## src/rtl/mat_pkg.sv

```systemverilog
// mat_pkg: shared widths and FSM state encoding for the matrix operand feeder
package mat_pkg;
  localparam int OPW = 8;
  localparam int IW = 6;
  localparam int RW = 22;
  typedef enum logic [2:0] {IDLE, ISSUE, DRAIN, WAIT_RES, WRITE, FIN} state_e;
endpackage

```

## src/rtl/mat_index_counter.sv

```systemverilog
// mat_index_counter: nested i/j/k element and term counters with wrap flags
module mat_index_counter
  import mat_pkg::*;
#(
  parameter int M = 4,
  parameter int N = 8,
  parameter int P = 4
) (
  input  logic          clk,
  input  logic          rst,
  input  logic          clr_i,
  input  logic          inc_k_i,
  input  logic          inc_ij_i,
  output logic [IW-1:0] i_o,
  output logic [IW-1:0] j_o,
  output logic [IW-1:0] k_o,
  output logic          k_last_o,
  output logic          j_last_o,
  output logic          i_last_o
);
  logic [IW-1:0] i_q, j_q, k_q, i_d, j_d, k_d;
  assign k_last_o = k_q == IW'(N - 1);
  assign j_last_o = j_q == IW'(P - 1);
  assign i_last_o = i_q == IW'(M - 1);
  assign i_o = i_q;
  assign j_o = j_q;
  assign k_o = k_q;
  // k steps per issued pair; j steps per written element and carries into i
  always_comb begin
    k_d = clr_i ? '0 : inc_k_i ? (k_last_o ? '0 : k_q + IW'(1)) : k_q;
    j_d = clr_i ? '0 : inc_ij_i ? (j_last_o ? '0 : j_q + IW'(1)) : j_q;
    i_d = clr_i ? '0 : (inc_ij_i && j_last_o) ? (i_last_o ? '0 : i_q + IW'(1)) : i_q;
  end
  // counter registers
  always_ff @(posedge clk) begin
    if (rst) begin
      i_q <= '0;
      j_q <= '0;
      k_q <= '0;
    end else begin
      i_q <= i_d;
      j_q <= j_d;
      k_q <= k_d;
    end
  end
endmodule

```

## src/rtl/mat_operand_feeder.sv

```systemverilog
// mat_operand_feeder: sequences A/B operand reads into a MAC and writes back C = A*B
// Optional perf_cycles busy-cycle counter enabled by MAT_FEEDER_PERF_CNT_EN.
module mat_operand_feeder
  import mat_pkg::*;
#(
  parameter int M = 4,
  parameter int N = 8,
  parameter int P = 4,
  parameter int AW = 12,
  parameter int RES_LAT = 2
) (
  input  logic           clk,
  input  logic           rst,
  input  logic           go,
  output logic           busy,
  output logic           finished,
  output logic [AW-1:0]  a_addr,
  output logic [AW-1:0]  b_addr,
  input  logic [OPW-1:0] a_rdata,
  input  logic [OPW-1:0] b_rdata,
  output logic [OPW-1:0] mac_a,
  output logic [OPW-1:0] mac_b,
  output logic [IW-1:0]  mac_q,
  output logic           mac_start,
  output logic           mac_done,
  input  logic [RW-1:0]  mac_result,
  output logic           res_we,
  output logic [AW-1:0]  res_addr,
  output logic [RW-1:0]  res_wdata
`ifdef MAT_FEEDER_PERF_CNT_EN
  ,
  output logic [15:0]    perf_cycles
`endif
);
  state_e state_q, state_d;
  logic [2:0] cnt_q, cnt_d;
  logic clr, inc_k, inc_ij, cap, issue;
  logic [IW-1:0] i, j, k;
  logic k_last, j_last, i_last;
  logic [AW-1:0] a_addr_q, b_addr_q, res_addr_q;
  logic [RW-1:0] res_q;
  logic v1_q, l1_q, l2_q;
  logic [IW-1:0] k1_q;
  logic [OPW-1:0] mac_a_q, mac_b_q;
  logic [IW-1:0] mac_q_q;
  logic mac_start_q, mac_done_q;

  mat_index_counter #(.M(M), .N(N), .P(P)) u_idx (
    .clk      (clk),
    .rst      (rst),
    .clr_i    (clr),
    .inc_k_i  (inc_k),
    .inc_ij_i (inc_ij),
    .i_o      (i),
    .j_o      (j),
    .k_o      (k),
    .k_last_o (k_last),
    .j_last_o (j_last),
    .i_last_o (i_last)
  );

  assign issue     = state_q == ISSUE;
  assign busy      = state_q != IDLE && state_q != FIN;
  assign finished  = state_q == FIN;
  assign res_we    = state_q == WRITE;
  assign a_addr    = issue ? AW'(i) * AW'(N) + AW'(k) : a_addr_q;
  assign b_addr    = issue ? AW'(k) * AW'(P) + AW'(j) : b_addr_q;
  assign res_addr  = res_addr_q;
  assign res_wdata = res_q;
  assign mac_a     = mac_a_q;
  assign mac_b     = mac_b_q;
  assign mac_q     = mac_q_q;
  assign mac_start = mac_start_q;
  assign mac_done  = mac_done_q;

  // next state; cnt_q times DRAIN and WAIT_RES from the cycle the state was entered
  always_comb begin
    state_d = state_q;
    clr = 1'b0;
    inc_k = 1'b0;
    inc_ij = 1'b0;
    cap = 1'b0;
    case (state_q)
      IDLE: if (go) begin
        state_d = ISSUE;
        clr = 1'b1;
      end
      ISSUE: begin
        inc_k = 1'b1;
        if (k_last) state_d = DRAIN;
      end
      DRAIN: if (cnt_q == 3'd1) state_d = WAIT_RES;
      WAIT_RES: if (cnt_q == 3'(RES_LAT - 1)) begin
        state_d = WRITE;
        cap = 1'b1;
      end
      WRITE: begin
        inc_ij = 1'b1;
        state_d = (i_last && j_last) ? FIN : ISSUE;
      end
      FIN: state_d = IDLE;
      default: state_d = IDLE;
    endcase
    cnt_d = (state_d == state_q) ? cnt_q + 3'd1 : '0;
  end

  // state, address hold, result capture and the two-stage operand pipeline
  always_ff @(posedge clk) begin
    if (rst) begin
      state_q     <= IDLE;
      cnt_q       <= '0;
      a_addr_q    <= '0;
      b_addr_q    <= '0;
      res_addr_q  <= '0;
      res_q       <= '0;
      v1_q        <= 1'b0;
      l1_q        <= 1'b0;
      k1_q        <= '0;
      l2_q        <= 1'b0;
      mac_a_q     <= '0;
      mac_b_q     <= '0;
      mac_q_q     <= '0;
      mac_start_q <= 1'b0;
      mac_done_q  <= 1'b0;
    end else begin
      state_q     <= state_d;
      cnt_q       <= cnt_d;
      a_addr_q    <= a_addr;
      b_addr_q    <= b_addr;
      if (cap) begin
        res_q      <= mac_result;
        res_addr_q <= AW'(i) * AW'(P) + AW'(j);
      end
      v1_q        <= issue;
      l1_q        <= issue && k_last;
      k1_q        <= k;
      l2_q        <= l1_q;
      mac_a_q     <= v1_q ? a_rdata : '0;
      mac_b_q     <= v1_q ? b_rdata : '0;
      mac_q_q     <= v1_q ? k1_q : '0;
      mac_start_q <= v1_q && k1_q == '0;
      mac_done_q  <= l2_q;
    end
  end

`ifdef MAT_FEEDER_PERF_CNT_EN
  logic [15:0] perf_q;
  assign perf_cycles = perf_q;
  // busy-cycle counter, restarted by an accepted go, saturating at all ones
  always_ff @(posedge clk) begin
    if (rst || (state_q == IDLE && go)) perf_q <= '0;
    else if (busy && perf_q != 16'hFFFF) perf_q <= perf_q + 16'd1;
  end
`endif
endmodule

```

## config.mk

```make
export PLATFORM = sky130hd
export DESIGN_NAME = mat_operand_feeder
export DESIGN_NICKNAME = d
export VERILOG_FILES = /design/src/rtl/mat_pkg.sv /design/src/rtl/mat_index_counter.sv /design/src/rtl/mat_operand_feeder.sv
export SDC_FILE = /design/constraint.sdc
export NUM_CORES = 1
export LEC_CHECK = 0
export ABC_AREA = 1
export BUFFER_PORTS_ARGS = -buffer_cell sky130_fd_sc_hd__buf_2
export CORE_MARGIN = 2
export CORE_UTILIZATION = 52
export CTS_BUF_LIST = sky130_fd_sc_hd__clkbuf_16
export DETAILED_ROUTE_END_ITERATION = 12
export PLACE_DENSITY = 0.79
export SLEW_MARGIN = 20
export SYNTH_ARGS = -nofsm -noshare
export SYNTH_HDL_FRONTEND = slang
export SYNTH_SLANG_ARGS = --single-unit
```

## constraint.sdc

```tcl
create_clock -name clk -period 2.8 [get_ports clk]
set_input_delay 0.84 -clock clk [delete_from_list [all_inputs] [get_ports clk]]
set_output_delay 0.84 -clock clk [all_outputs]
set_load 0.01 [all_outputs]
```

==> flow_metrics.tcl <==
set metrics [dict create \
    outcome "finished, final reports clean" \
    setup_violations 0 \
    slew_headroom_pct 55.7 \
    clk_latency_ps 350 \
    cts-hold-fix-buffers 0 \
    period_share_pct 97.4 \
    synth_top_area_share_pct 47.3 \
    diodes 0 \
    fin_util_pct 67.1 \
    layout-drive-gt1-share_pct 27.5 \
    vias_per_cell 5.02 \
    fin_cells 860 \
    power.leakage_nw 3.01 \
    peakVddDrop_mv 0.318 \
    clk_pin_slew_ps 80 \
    powerDensity_nw_per_um2 541 \
    cts_buffer_depth 2 \
    min_path_cells 2 \
    grt_pass1_wl_um 17600 \
    slew_viol_final 0 \
    cts_sinks 112 \
    synthFlopType "dfxtp_1" \
    top_level_ports 126 \
    setup.worst_path.end_class "primary output" \
    synth_area_um2 4740 \
    cts_tree "built" \
    dp.cells 838 \
    r2r-end "res_wdata[9]" \
    place_congestion 0.925 \
    num-fill-cells 690 \
    start_kind "register" \
    grt_overflow 0 \
    h-tree-depth 3 \
    pwr-share-seq_pct 51.1 \
    antenna_found_initial 0 \
    setup_tns_ps 0 \
    power_frac_clock_pct 41.2 \
    drc_errors 0 \
    async_reset_ff_share_pct 0 \
    grt_start_max_net_pins 42 \
    yosysTopAreaCell "dfxtp_1" \
    vias 4320 \
    finalHoldViolCount 0 \
    grt_pass1_vias 3829 \
    hold_end "l2_q" \
    drt_iter0_markers 216 \
    max_freq_mhz 367 \
    core_um2 8760 \
    wl_um 10800 \
    syn_inst 623 \
    switchingPower_uw 813 \
    switching_share_pct 25.5 \
    yosysWarnings 0 \
    initial_core_util_pct 54.1 \
    crit_type "reg2out" \
    hold_start "l1_q" \
    dieArea_um2 9900 \
    synth_edf_count 0 \
    worst_slew_pin_slew_ps 664 \
    synth_cell_types 37 \
    yosys.cell_count.top_type "nor2_1" \
    fp.dieW_um 99.5 \
    syn_avg_cell_area_um2 7.61 \
    firstDrtPassIters 5 \
    die_h_um 99.5 \
    intPower_mw 2.37 \
    clock_skew_ps 11.5 \
    fin_area_um2 5880 \
    total_power_mw 3.18 \
    drv_cap 0 \
    yosysSeqAreaShare_pct 47.3 \
    synth_seq_cells 112 \
    period_needed_ps 2730 \
    synthTopCellsByArea "dfxtp_1 (47%), nor2_1 (9.7%), inv_1 (6.5%)" \
    grtUsageTotal_pct 21.9 \
    hold_class "reg2reg" \
    cts_buffers 9 \
    final_net_count 807 \
    regToRegSetupSlack_ps 930 \
    timing.rr.start "cnt_q[0]" \
    postPlaceCellArea_um2 5450 \
    syn2layout_area_growth_pct 23.9 \
    worstPathArrival_ps 1890 \
    portBuffers 122 \
    ant_nets 0 \
    root_buffer "clkbuf_16" \
    rr_worst_depth 7 \
    p_comb_share_pct 7.7 \
    yosys-top-cells-count "nor2_1 (123), dfxtp_1 (112), inv_1 (82), nand2_1 (80), o21ai_0 (36)" \
    cp.required_ps 1960 \
    cp_max_fo 5 \
    hpwl_um 7490 \
    rows 34 \
    wl_per_cell_um 12.5 \
]
==> cell type report <==
cell class / count / area (um2) / share of cell area (%)
sequential: 112 / 2260 / 38.4
inverter: 86 / 325 / 5.54
clock buffer: 9 / 225 / 3.83
multi-input combinational: 399 / 2090 / 35.5
tap: 108 / 135 / 2.30
timing repair buffer: 139 / 751 / 12.8
clock inverter: 7 / 93.8 / 1.60
==> worst max-delay path, stage by stage, from the launching register on <==
cell	delay, ps
dfxtp_2	380
inv_1	150
fa_2	440
o21ai_2	160
nor2_1	60
o21ai_1	170
buf_2	160
==> layer usage <==
| layer | track usage (%) | up-vias | wire [um] | part of all wire, % |
|---|---|---|---|---|
| met5 | 0 | - | 0 | 0 |
| met4 | 6.85 | 0 | 124 | 1.1 |
| met3 | 7.24 | 10 | 965 | 8.9 |
| met2 | 34.4 | 177 | 4900 | 45 |
| met1 | 28.9 | 1930 | 4800 | 44 |
| li1 | - | 2203 | - | - |
==> registers in the layout, summed over array words and instances (netlist names), 6 cells and up <==
| signal | cells |
|---|---|
| a_addr_q | 12 |
| b_addr_q | 12 |
| k1_q | 6 |
| mac_a | 8 |
| mac_b | 8 |
| mac_q | 6 |
| res_addr | 9 |
| res_wdata | 22 |
| u_idx.i_o | 6 |
| u_idx.j_o | 6 |
| u_idx.k_o | 6 |
==> placed cells by master (no fill, tap or decap), types with 4 or more instances in the layout <==
master and n:
and2_1 4, a21oi_1 33, or2_2 13, nor2_2 4, clkbuf_16 9, nand3_1 26, nand2_1 79, nor2_1 123
buf_4 16, inv_1 80, o21ai_1 7, ha_1 13, a211oi_1 10, inv_2 5, xor2_1 6, a31oi_1 4
clkinv_8 4, dfxtp_2 10, dfxtp_1 101, nand4_1 10, buf_2 122, o21ai_0 32, nor3_1 6, nand2_2 6
==> power by group through the flow <==
stage               clock, mW  combinational [mW]  sequential, mW
CTS                      1.33               0.240            1.63
detailed placement          0               0.237            1.66
finish                   1.31               0.245            1.63
global route             1.40               0.275            1.63
floorplan                   0               0.149            1.67
global placement            0               0.234            1.66
==> through the flow <==
stage / hold slack (ps) / setup WS, ps
global placement: 395 / 177
global route: 423 / -59.9
CTS: 408 / 5.00
floorplan: 388 / 272
detailed placement: 396 / 139
finish: 405 / 73.2
==> worst max path at each step <==
| stage | to | cells past startpoint | startpoint |
|---|---|---|---|
| finish | b_addr[6] | 6 | u_idx.j_o[3] |
| global route | a_addr[7] | 7 | u_idx.k_o[3] |
| detailed placement | a_addr[7] | 7 | u_idx.k_o[3] |
| CTS | a_addr[7] | 7 | u_idx.k_o[3] |
| global placement | a_addr[7] | 7 | u_idx.k_o[3] |
| floorplan | a_addr[7] | 6 | u_idx.i_o[0] |
==> timing repair <==
action	in CTS	in global routing
pin swaps	1	8
buffers inserted	0	6
cloned	0	0
resized for setup	11	17
endpoints found under the setup margin	4	18
==> cells by family after synthesis <==
group | count (synthesis) | share of synthesized area (%)
adder cells (fa/ha/maj) | 19 | 5.49
other | 1 | 0.0791
AO/OA/AOI/OAI | 93 | 10.7
XOR/XNOR | 8 | 1.48
AND/OR/NAND/NOR | 276 | 25.2
buffers and inverters | 114 | 9.84
flip-flops | 112 | 47.3
No activity file was read; power rests on OpenSTA's default activity.
